`src/rtl/shift_pin_sout_fsm_if.sv`:
```
// Bundles the host-side control/data signals and the serial-transmit status
// of shift_pin_sout_fsm.
//   master : drives select, load, din, shift, clr_ovr; observes status
//   slave  : the transmitter itself (consumes controls, drives status)
// Signals:
//   select    - qualifies load, shift and clr_ovr
//   load      - write din into the holding register
//   din       - parallel word, index 0 is transmitted first
//   shift     - advance the serial output by one bit
//   clr_ovr   - clear the sticky overrun flag
//   sout      - serial data out (registered)
//   busy      - a word is being shifted out
//   hold_full - holding register occupied
//   done      - one-cycle pulse after the last bit of a word
//   overrun   - sticky, a load was dropped
interface shift_pin_sout_fsm_if #(
    parameter int WIDTH = 8
);
    logic               select;
    logic               load;
    logic [0:WIDTH-1]   din;
    logic               shift;
    logic               clr_ovr;
    logic               sout;
    logic               busy;
    logic               hold_full;
    logic               done;
    logic               overrun;

    modport master (
        output select, load, din, shift, clr_ovr,
        input  sout, busy, hold_full, done, overrun
    );

    modport slave (
        input  select, load, din, shift, clr_ovr,
        output sout, busy, hold_full, done, overrun
    );
endinterface

```
`src/rtl/shift_pin_sout_fsm.sv`:
```
// Parallel-in / serial-out transmitter with a one-word holding register.
// A word written into the holding register is moved into the shift register
// as soon as the shifter is free (IDLE) or on the final shift of the current
// word, giving gap-free back-to-back transmission. Bit index 0 leaves first.
// Ports:
//   clk   - sole clock, rising edge
//   reset - synchronous, active-high, dominates every other input
//   bus   - shift_pin_sout_fsm_if.slave (controls in, status out)
module shift_pin_sout_fsm #(
    parameter int WIDTH = 8
) (
    input  logic                 clk,
    input  logic                 reset,
    shift_pin_sout_fsm_if.slave  bus
);

    localparam int CNT_W = (WIDTH > 2) ? $clog2(WIDTH) : 1;
    localparam logic [CNT_W-1:0] CNT_LAST = CNT_W'(WIDTH - 1);

    typedef enum logic {
        ST_IDLE  = 1'b0,
        ST_SHIFT = 1'b1
    } state_t;

    state_t             state_q, state_d;
    logic [0:WIDTH-1]   hold_q, hold_d;
    logic [0:WIDTH-1]   shift_q, shift_d;
    logic [0:WIDTH-1]   shift_adv;
    logic [CNT_W-1:0]   cnt_q, cnt_d;
    logic               hold_full_q, hold_full_d;
    logic               busy_q, busy_d;
    logic               done_q, done_d;
    logic               overrun_q, overrun_d;

    logic               load_req;
    logic               shift_req;
    logic               last_shift;
    logic               xfer;
    logic               load_ok;
    logic               load_drop;

    // Shift toward index 0 so sout always presents shift_q[0]; zero fills in.
    genvar gi;
    generate
        for (gi = 0; gi < WIDTH - 1; gi++) begin : g_adv
            assign shift_adv[gi] = shift_q[gi + 1];
        end
    endgenerate
    assign shift_adv[WIDTH-1] = 1'b0;

    assign load_req   = bus.select & bus.load;
    assign shift_req  = bus.select & bus.shift;
    assign last_shift = (state_q == ST_SHIFT) && shift_req && (cnt_q == CNT_LAST);
    // The holding register empties whenever the shifter can take its word.
    assign xfer       = hold_full_q && ((state_q == ST_IDLE) || last_shift);
    // A load is only dropped when the holding register stays occupied.
    assign load_ok    = load_req && (!hold_full_q || xfer);
    assign load_drop  = load_req && hold_full_q && !xfer;

    always_comb begin
        state_d     = state_q;
        shift_d     = shift_q;
        cnt_d       = cnt_q;
        hold_d      = hold_q;
        hold_full_d = hold_full_q;
        done_d      = last_shift;
        overrun_d   = overrun_q;

        if (xfer) begin
            shift_d     = hold_q;
            cnt_d       = '0;
            state_d     = ST_SHIFT;
            hold_full_d = 1'b0;
        end else if (last_shift) begin
            shift_d = '0;
            cnt_d   = '0;
            state_d = ST_IDLE;
        end else if ((state_q == ST_SHIFT) && shift_req) begin
            shift_d = shift_adv;
            cnt_d   = cnt_q + 1'b1;
        end

        // Applied after the transfer so a same-cycle reload keeps hold_full set.
        if (load_ok) begin
            hold_d      = bus.din;
            hold_full_d = 1'b1;
        end

        // A drop in the same cycle as a clear leaves the flag set.
        if (load_drop) begin
            overrun_d = 1'b1;
        end else if (bus.select && bus.clr_ovr) begin
            overrun_d = 1'b0;
        end

        busy_d = (state_d == ST_SHIFT);
    end

    always_ff @(posedge clk) begin
        if (reset) begin
            state_q     <= ST_IDLE;
            shift_q     <= '0;
            hold_q      <= '0;
            cnt_q       <= '0;
            hold_full_q <= 1'b0;
            busy_q      <= 1'b0;
            done_q      <= 1'b0;
            overrun_q   <= 1'b0;
        end else begin
            state_q     <= state_d;
            shift_q     <= shift_d;
            hold_q      <= hold_d;
            cnt_q       <= cnt_d;
            hold_full_q <= hold_full_d;
            busy_q      <= busy_d;
            done_q      <= done_d;
            overrun_q   <= overrun_d;
        end
    end

    assign bus.sout      = shift_q[0];
    assign bus.busy      = busy_q;
    assign bus.hold_full = hold_full_q;
    assign bus.done      = done_q;
    assign bus.overrun   = overrun_q;

endmodule

```
`src/flat_wrapper.sv`:
```
// flat-port wrapper written by rule: the top's interface ports become plain ports
module shift_pin_sout_fsm_flat 
#(
    parameter int WIDTH = 8
)
  (clk, reset, bus_select, bus_load, bus_din, bus_shift, bus_clr_ovr, bus_sout, bus_busy, bus_hold_full, bus_done, bus_overrun);
  shift_pin_sout_fsm_if #(.WIDTH(WIDTH)) bus_i ();
  input  logic clk;
  input  logic reset;
  input wire logic [$bits(bus_i.select)-1:0] bus_select;
  input wire logic [$bits(bus_i.load)-1:0] bus_load;
  input wire logic [$bits(bus_i.din)-1:0] bus_din;
  input wire logic [$bits(bus_i.shift)-1:0] bus_shift;
  input wire logic [$bits(bus_i.clr_ovr)-1:0] bus_clr_ovr;
  output wire logic [$bits(bus_i.sout)-1:0] bus_sout;
  output wire logic [$bits(bus_i.busy)-1:0] bus_busy;
  output wire logic [$bits(bus_i.hold_full)-1:0] bus_hold_full;
  output wire logic [$bits(bus_i.done)-1:0] bus_done;
  output wire logic [$bits(bus_i.overrun)-1:0] bus_overrun;
  assign bus_i.select = bus_select;
  assign bus_i.load = bus_load;
  assign bus_i.din = bus_din;
  assign bus_i.shift = bus_shift;
  assign bus_i.clr_ovr = bus_clr_ovr;
  assign bus_sout = bus_i.sout;
  assign bus_busy = bus_i.busy;
  assign bus_hold_full = bus_i.hold_full;
  assign bus_done = bus_i.done;
  assign bus_overrun = bus_i.overrun;
  shift_pin_sout_fsm #(.WIDTH(WIDTH)) u_core (.clk(clk), .reset(reset), .bus(bus_i));
endmodule
```
`config.mk`:
```
export PLATFORM = sky130hd
export DESIGN_NAME = shift_pin_sout_fsm_flat
export DESIGN_NICKNAME = d
export VERILOG_FILES = /design/src/rtl/shift_pin_sout_fsm_if.sv /design/src/rtl/shift_pin_sout_fsm.sv /design/src/flat_wrapper.sv
export SDC_FILE = /design/constraint.sdc
export NUM_CORES = 1
export LEC_CHECK = 0
export ABC_AREA = 1
export ABC_CLOCK_PERIOD_IN_PS = 2150
export BUFFER_PORTS_ARGS = -buffer_cell sky130_fd_sc_hd__buf_2
export CORE_UTILIZATION = 53
export DETAILED_ROUTE_END_ITERATION = 10
export GPL_TIMING_DRIVEN = 0
export HOLD_SLACK_MARGIN = 0.06
export PLACE_DENSITY = 0.86
export SYNTH_ARGS = -nofsm -noshare
export SYNTH_HDL_FRONTEND = slang
export SYNTH_SLANG_ARGS = --single-unit
```
`constraint.sdc`:
```
create_clock -name clk -period 2.15 [get_ports clk]
set_clock_uncertainty 0.15 [all_clocks]
set_input_delay 0.1075 -clock clk [delete_from_list [all_inputs] [get_ports clk]]
set_output_delay 0.1075 -clock clk [all_outputs]
set_load 0.01 [all_outputs]
```
* After elaboration in Yosys (flattened, before gate mapping)
Cells that the tools add are included.
Storage, ports and cells: flip-flop bits (word level) 23, input port bits 14, output and inout port bits 5, logic and storage cells 37
Operators by class: add/sub/neg operators 1, equal/unequal tests 1, muxes and demuxes 9, bitwise logic cells 3, reduce and logical (&&, ||, !) cells 16
Operators with widths (number):
- $mux W8 | 3
- $logic_and A1 B1 Y1 | 7
- $mux W1 | 6
- $reduce_bool A2 Y1 | 3
- $add A3 B1 Y3 const B | 1
- $eq A3 B3 Y1 const B | 1
- $reduce_bool A3 Y1 | 1
- $reduce_or A3 Y1 | 1
- $and A1 B1 Y1 | 2
- $logic_not A1 Y1 | 2
- $logic_or A1 B1 Y1 | 2
- $not A1 Y1 | 1

* Longest topological paths before layout
Gate-level depths: netlist (run 1).
depth after elaboration 8, gate-level depth with buffers 9, mapped depth without buffers 7

* Least setup slack after synthesis (run 1)
OpenSTA, ideal clock, no wires.
path type register -> register, start register u_core.cnt_q[0], end register u_core.hold_q[0] (netlist name), setup time 115 ps, arrival time 1338 ps, data required time 1885 ps, path slack 547 ps, cell stages (with the launch flop) 9, buffers on the path 2, clock period less this slack 1603 ps, cells stage by stage dfxtp_1 > ha_1 > ha_1 > buf_2 > nand4_4 > nand3_4 > buf_6 > a21oi_1 > nor2_1
On the way: longest elaborated chain between the ends 6
Ends and longest elaborated chain:
- from (decl) | line shift_pin_sout_fsm.sv:29 | logic [CNT_W-1:0] cnt_q, cnt_d;
- from (signal assigned) | line shift_pin_sout_fsm.sv:113 | cnt_q <= cnt_d;
- $eq A3 B3 Y1 | line shift_pin_sout_fsm.sv:53 | assign last_shift = (state_q == ST_SHIFT) && shift_req && (cnt_q == CNT_LAST);
- $logic_and A1 B1 Y1 | line shift_pin_sout_fsm.sv:53
- $logic_or A1 B1 Y1 | line shift_pin_sout_fsm.sv:55 | assign xfer = hold_full_q && ((state_q == ST_IDLE) || last_shift);
- $logic_and A1 B1 Y1 | line shift_pin_sout_fsm.sv:55
- $logic_or A1 B1 Y1 | line shift_pin_sout_fsm.sv:57 | assign load_ok = load_req && (!hold_full_q || xfer);
- $logic_and A1 B1 Y1 | line shift_pin_sout_fsm.sv:57
- to (signal assigned) | line shift_pin_sout_fsm.sv:112 | hold_q <= hold_d;
- to (decl) | line shift_pin_sout_fsm.sv:26 | logic [0:WIDTH-1] hold_q, hold_d;
Every way passes these cells. A chain may end at the register's enable or synchronous reset.

* Worst setup path after layout (run 1)
start register u_core.cnt_q[0], end register u_core.done_q (netlist: u_core.bus.done)
On the way: longest elaborated chain between the ends 2
Ends and longest elaborated chain:
- $eq A3 B3 Y1 | line shift_pin_sout_fsm.sv:53
- $logic_and A1 B1 Y1 | line shift_pin_sout_fsm.sv:53
- to (signal assigned) | line shift_pin_sout_fsm.sv:116 | done_q <= done_d;
- to (decl) | line shift_pin_sout_fsm.sv:32 | logic done_q, done_d;
Every way passes these cells.

==> results, run 1 <==
- The flow ran to the end, and the final reports show no timing, DRC or antenna violations.
- No sink is reached through more buffers than the 2 on the longest clock path.
- Setup repair after global routing left no endpoint under its margin.
- The pre-antenna-repair detailed-routing pass consisted of 4 iterations.
- The shortest period the worst path allows is 1910 ps.
- The number of antenna violations at the first check in global routing is 0.
- The count of nets left with antenna violations once routing finished came out at 0.
- The net count after synthesis is 160.
- The share of total power dissipated in the clock network is 24.8%.
- Across the VDD grid, the largest voltage drop is 0.445 mV.
- The starting density of the core is 59.0%.
- In this run, post-CTS hold repair placed 16 buffers.
- The maximum clock frequency is 523 MHz.
- 19 I/O pins were placed.
- Timing analysis after detailed placement gives a worst setup slack of 386 ps.
- For this run the aggregate overflow at the end of global routing stands at 0.
- The count of input and output buffers is 18.
- Global routing used 27.6% of the available tracks.
- The aggregate negative setup slack is 0 ps.
- In this design, the critical path's most frequently occurring cell is ha_1.
- The largest net degree at the start of global routing is 14.
- The final worst setup slack is 236 ps.
- The CTS H-tree depth is 1.
- The row count is 15.
- In this run the horizontal extent of the chip is 47.0 um.
- Detailed routing inserted a total of 1073 vias.
- Clock-pin slew was measured on the worst setup and hold paths at 130 ps.
- The number of gates resized after cts is 0.
- The master of the slowest instance on the critical path is dlygate4sd3_1.
- The clock latency on the worst-skew pair is 300 ps.
- Compared with the post-synthesis result, the final layout area differs by 28.8%.
- The area taken by flip-flops and latches is 460 um^2.
- At the pin with the least slew margin, the transition time is 465 ps.
- The cell sitting at the root of the clock tree is a clkbuf_4.
- The critical path is of the reg2reg type.
- The Yosys step of the flow raised 0 warnings.
- The routed length per instance is 12.3 um.
- The final HPWL from detailed placement is 1640 um.
- The post-CTS repair timing setup buffer count is 0.
- The worst register-to-register path has a setup slack of 240 ps.
- In the routed design, unresolved DRC markers number 0.
- Sorting the synthesized cells by area gives the leading types as dfxtp_1, a21oi_1, nand3_1.
- The multi-input combinational cells in the finished layout cover a total of 498 um^2.
- The number of clock sinks seen by CTS is 23.
- STA puts the critical path data arrival time at 2020 ps.
- The floorplan step set the die height to 47.0 um.
- Fill cells in the final layout number 141.
- The number of global-route vias before repair is 1010.
- The capturing element type of the critical path is a flip-flop.
- The part of the total power dissipated in sequential elements is 59.2%.
- The critical path data required time is 2250 ps.
- The area fraction of the dominant cell type after synthesis is 42.8%.
- The floorplan step defined a die boundary enclosing 0.00221 mm^2.
- The synthesized design contains 23 register bits.
- The share of total power dissipated in combinational logic is 15.9%.
- The signal on the critical path passes through ha_1 -> ha_1 -> buf_2 -> nand4_4 -> dlygate4sd3_1 -> nor2_1.
- The internal power contribution is 0.576 mW.
- The global-route wire length before repair is 4350 um.
- The mapped netlist covers 0.00107 mm^2.
- The type of element launching the critical path is a flip-flop.
- Of the total power, the share spent switching nets is 26.1%.
- The biggest fanout along the worst timing path is 9.
- After the first detailed-routing iteration, the DRC count stood at 26.
- The net switching power of the design is 0.203 mW.
- For this design the static power due to leakage is 0.635 nW.
- The routed design has 2560 um of wire.
- Summing the sequential cell areas from Yosys gives 42.8% of the chip area.
- The tool flagged a number of max-cap violations equal to 0.
- The largest single stage delay on the critical path is 590 ps.
- The worst relative slew slack is 69.0%.
- The cell type with the highest aggregate area in the netlist is dfxtp_1.
- In this run the worst hold path is classified as reg2reg.
- The power per cell area is 563 mW/mm^2.
- In the final layout, the share of cells above drive strength 1 is 17.6%.
- Dividing the final minimum period by the clock period gives 89.0%.
- The final hold violation count came to 0.
- The number of antenna diodes in the final layout is 0.
- The count of different cell masters after synthesis is 20.
- The final weighted congestion in routability-driven placement is 0.801.
- The post-synthesis area per instance is 7.46 um^2.
- The count of nets after finishing is 199.
- In this run the standard cell core region covers 0.00182 mm^2.
- The cell count after synthesis came out at 144.
- Setup violations remaining at the end of the flow were counted as 0.
- Dividing the detail-routed via count by the number of cells gives 5.18.
- TritonCTS built the clock tree.
- Counting the buffers created by CTS gives 3.
- The number of max-slew violations in the final report is 0.
==> power by group through the flow <==
stage	Clock, mW	Sequential, mW	Combinational (mW)
floorplan	0	0.469	0.0658
CTS	0.200	0.461	0.121
finish	0.194	0.462	0.124
global placement	0	0.469	0.0951
global route	0.221	0.464	0.140
detailed placement	0	0.470	0.0999
==> cells in the mapped netlist <==
cell type / count
a21oi_1: 20
a31oi_1: 1
buf_2: 3
buf_4: 1
buf_6: 2
clkbuf_1: 1
dfxtp_1: 23
ha_1: 2
inv_1: 17
inv_2: 1
nand2_1: 16
nand3_1: 19
nand3_2: 1
nand3_4: 1
nand4_1: 2
nand4_4: 1
nor2_1: 17
o21a_1: 1
o21ai_0: 14
xor2_1: 1
==> final cells by class <==
| cell class | count | share of cell area [%] |
|---|---|---|
| Clock buffer | 3 | 1.63 |
| Multi-Input combinational cell | 96 | 36.0 |
| Inverter | 18 | 4.88 |
| Sequential cell | 23 | 33.3 |
| Timing Repair Buffer | 34 | 18.1 |
| Clock inverter | 1 | 0.362 |
| Tap cell | 25 | 2.26 |
| Buffer | 7 | 3.53 |
==> cell usage in the layout, fill, tap and decap left out, types with 2 or more instances in the layout <==
master / count
nand3_1: 19
a21oi_1: 20
clkbuf_4: 3
inv_1: 17
nand2_1: 16
nor2_1: 17
nand4_1: 2
dfxtp_1: 23
o21ai_0: 14
ha_1: 2
dlygate4sd3_1: 16
buf_6: 2
buf_2: 21
==> final timing paths <==
kind,startpoint,endpoint,depth (start not counted)
worst max-delay path,u_core.cnt_q[0],u_core.bus.done,6
worst min-delay path,u_core.bus.overrun,u_core.bus.overrun,2
worst max register to register,u_core.cnt_q[0],u_core.bus.done,6
worst min register to register,u_core.bus.overrun,u_core.bus.overrun,2
==> state kept, by name, indices dropped and copies added (netlist names) <==
| signal | flops |
|---|---|
| u_core.state_q | 1 |
| u_core.cnt_q | 3 |
| u_core.bus.done | 1 |
| u_core.bus.overrun | 1 |
| u_core.shift_q | 8 |
| u_core.bus.hold_full | 1 |
| u_core.hold_q | 8 |
==> routing by layer <==
layer	track usage (%)	part of all wire, %
met3	3.46	1.7
met1	33.2	44
met4	5.71	1.1
met2	52.2	53
met5	0	0
==> through the flow <==
stage                     instances  utilization [%]  area [um^2]  hold slack [ps]  power, mW
final                           207             76.0         1380              332      0.779
after global routing            207             76.0         1380              358      0.825
after CTS                       207             76.0         1380              332      0.781
after detailed placement        187             65.7         1200              188      0.570
after global placement          187             65.7         1200              187      0.564
after floorplan                 144                -         1070             26.6      0.534
==> critical path, delay by kind of cell (launching register included) <==
family	cells	cell delay, ps
adder cells (fa/ha/maj)	2	290
buffers and inverters	2	810
flip-flops	1	380
AND/OR/NAND/NOR	2	240
==> logic make-up (layout without fill, tap and decap cells) <==
kind of cell	after synthesis	count (layout)	share of synthesized area (%)
and+or+nand+nor	57	57	26.1
AOI/OAI and AO/OA	36	36	17.1
buffers and inverters	25	63	10.8
DFF	23	23	42.8
adders and majority gates	2	2	2.33
xor gates and xnor gates	1	1	0.815
Power figures use the tool's default switching activity.
==> run 2, diff against run 1 <==
--- a/config.mk
+++ b/config.mk
@@ -11,5 +11,4 @@
 export CORE_UTILIZATION = 53
 export DETAILED_ROUTE_END_ITERATION = 10
-export GPL_TIMING_DRIVEN = 0
 export HOLD_SLACK_MARGIN = 0.06
 export PLACE_DENSITY = 0.86
==> constraint.sdc (replaced) <==
create_clock -name clk -period 2.15 [get_ports clk]
set_clock_uncertainty 0.15 [all_clocks]
set_input_delay 0.215 -clock clk [delete_from_list [all_inputs] [get_ports clk]]
set_output_delay 0.215 -clock clk [all_outputs]
set_load 0.01 [all_outputs]
==> run 2 against run 1 <==
Effect of this change:
- first-iteration DRC count is 12% higher
- clock power hardly changed
- combinational power is 20% lower
- register-to-register slack better by 80 ps
- core utilization is 9.1 points lower
- flip-flop and latch count stayed put
- via count is 7.8% lower
- largest cell class unchanged
- largest power group unchanged
==> results, run 2 (same netlist as run 1, synthesis figures left out) <==
- The kind of critical path is reg2reg.
- The clock latency on the worst-skew pair is 300 ps.
- Leaving out fill and tap cells, the most frequent cells in the layout are dfxtp_1, a21oi_1, nand3_1, buf_2.
- The number of remaining DRC errors is 0.
- The internal power of the cells totals 0.562 mW.
- The data arrival time of the critical path is 1920 ps.
- For this design, the sink count on the clock tree is 23.
- Measured along the y axis, the die boundary spans 47.0 um.
- Using the TritonRoute via totals, the vias-per-cell ratio works out to 5.23.
- For this block, the initial DRC count from the detailed router was 29.
- The final hold violation count came to 0.
- Setup repair after global routing left no endpoint under its margin.
- No sink is reached through more buffers than the 2 on the longest clock path.
- Global routing used 3.08% of the available met3 tracks.
- The overall power is 0.759 mW.
- The hold path startpoint is bus_din[7].
- Derived from the worst setup path, the maximum achievable clock frequency is 547 MHz.
- After layout, the worst path uses 85.1% of the clock period.
- The slack of the worst reg-to-reg path is 320 ps.
- In this run the tightest slew margin relative to its limit is 66.4%.
- At the end of the flow the core is filled with cells to 66.9%.
- The finished layout holds 189 standard cells, fillers aside.
- The count of nets after finishing is 181.
- The routed length per instance is 11.7 um.
- The congestion estimate from routability-driven global placement came to 0.827.
- In the final timing run, aggregate negative setup slack is 0 ps.
- The worst setup path is launched from a flip-flop.
- In this run the power spent charging and discharging nets is 0.197 mW.
- The analysis attributes to cell leakage a power of 0.561 nW.
- The count of maximum capacitance violations is 0.
- The number of gates resized after cts is 0.
- Port buffering added 18 buffers.
- Fill cells in the final layout number 162.
- The critical path data required time is 2240 ps.
- The tightest min-delay check is of the in2reg type.
- The worst register-to-register path has a depth of 6.
- Entering global routing, the biggest net connects 18 pins.
- met2 is the most crowded layer.
- The share of power burned in the clock network is 25.8%.
- The floorplan step defined a die boundary enclosing 0.00221 mm^2.
- The met2 track demand over resource is 40.0%.
- The starting density of the core is 59.0%.
- The repair_antennas step left the layout with diodes totalling 0.
- The area growth from synthesis to final layout is 13.4%.
- The largest registers in the layout are u_core.hold_q: 8 flops, u_core.shift_q: 8 flops, u_core.cnt_q: 3 flops.
- The library cell used most frequently in the layout, excluding fill and tap cells, is dfxtp_1.
- The most critical setup path has its startpoint at u_core.cnt_q[0].
- The global-route wire length before repair is 3680 um.
- Measured along the x axis, the die boundary spans 47.0 um.
- In this run the count of I/O pins placed on the die edge is 19.
- The shortest period the worst path allows is 1830 ps.
- The number of max-slew violations in the final report was 0.
- The number of antenna violations at the first check in global routing came to 0.
- The wire length reported by the detailed router is 2200 um.
- The final HPWL from detailed placement is 1480 um.
- The fraction of layout instances using a drive strength above 1 is 16.5%.
- The region available for standard cell placement spans 0.00182 mm^2.
- The number of placed instances, taps included, is 182.
- Setup violations remaining at the end of the flow were counted as 0.
- The critical path ends at u_core.shift_q[6].
- The biggest fanout along the worst timing path is 9.
- After floorplanning, the core was divided into 15 placement rows.
- The buffer cell driving the clock tree root is clkbuf_4.
- The startpoint identified for the worst register-to-register timing path is u_core.cnt_q[0].
- The number of global-route vias before repair came to 863.
- The slew at the pin closest to its max-slew limit is 504 ps.
- The total clock buffers created by CTS is 3.
- The clock tree from TritonCTS is done.
- The global-route track usage on met1 is 30.3%.
- The worst setup path is captured at a flip-flop.
- Registers are responsible for 61.0% of the overall power.
- The worst register-to-register path ends at u_core.shift_q[6].
- The number of detailed-route iterations in the first pass is 4.
- Net switching is 25.9% of the power.
- After global routing the overflow that remains totals 0.
- The remaining number of nets flagged by the antenna check after routing is 0.
- The CTS H-tree depth is 1.
- Of the total power, combinational logic draws 13.1%.
- The run finished with clean final reports.
- IR analysis of the VDD net gives a maximum drop of 0.596 mV.
- The total vias in the final route is 989.
- Global routing used 23.5% of the available tracks across all layers.
- The power per cell area is 623 mW/mm^2.
- The clock-pin transition on the worst setup and hold timing paths is 120 ps.
run 2: how the worst min path moves through the flow:
stage	endpoint	slack (ps)	cells after the start
after floorplan	u_core.bus.hold_full	130	1
after global placement	u_core.shift_q[7]	290	2
after detailed placement	u_core.bus.hold_full	300	2
after CTS	u_core.hold_q[0]	70	5
after global routing	u_core.hold_q[0]	70	5
final	u_core.hold_q[0]	70	5
run 2: what timing repair did:
| item | in CTS | in global routing |
|---|---|---|
| setup buffers | 0 | 0 |
| endpoints found under the hold margin | 4 | 0 |
| hold buffers | 3 | 0 |
run 2: per-layer routing:
layer  up-vias  part of all wire [%]
met1       448                    46
met4         0                   1.5
met2        23                    48
met5         -                     0
li1        514                     -
met3         4                   3.7
run 2: area by class of cell:
class / instances / area, um^2 / area share, %
clock buffer: 4 / 26.3 / 2.16
inverter: 18 / 67.6 / 5.54
multi-input combinational: 96 / 498 / 40.9
sequential: 23 / 460 / 37.8
tap: 25 / 31.3 / 2.57
timing repair buffer: 23 / 135 / 11.1
run 2: worst max-delay path, cell delays in order (launching register included):
cell,delay [ps]
dfxtp_1,370
ha_1,160
ha_1,370
nand4_4,180
nand2_1,250
nand3_1,110
a21oi_1,160
run 2: power groups by stage:
stage	registers, mW	clock network, mW	logic, mW
global placement	0.472	0	0.0917
detailed placement	0.472	0	0.0941
floorplan	0.469	0	0.0658
finish	0.463	0.196	0.0998
global route	0.466	0.217	0.113
CTS	0.463	0.197	0.0988
run 2: through the flow:
stage,hold slack [ps],setup WS (ps),area [um^2]
6_report,67.0,321,1220
4_1_cts,67.7,317,1220
3_5_place_dp,299,346,1160
5_1_grt,67.7,161,1220
2_1_floorplan,134,547,1070
3_3_place_gp,291,440,1160
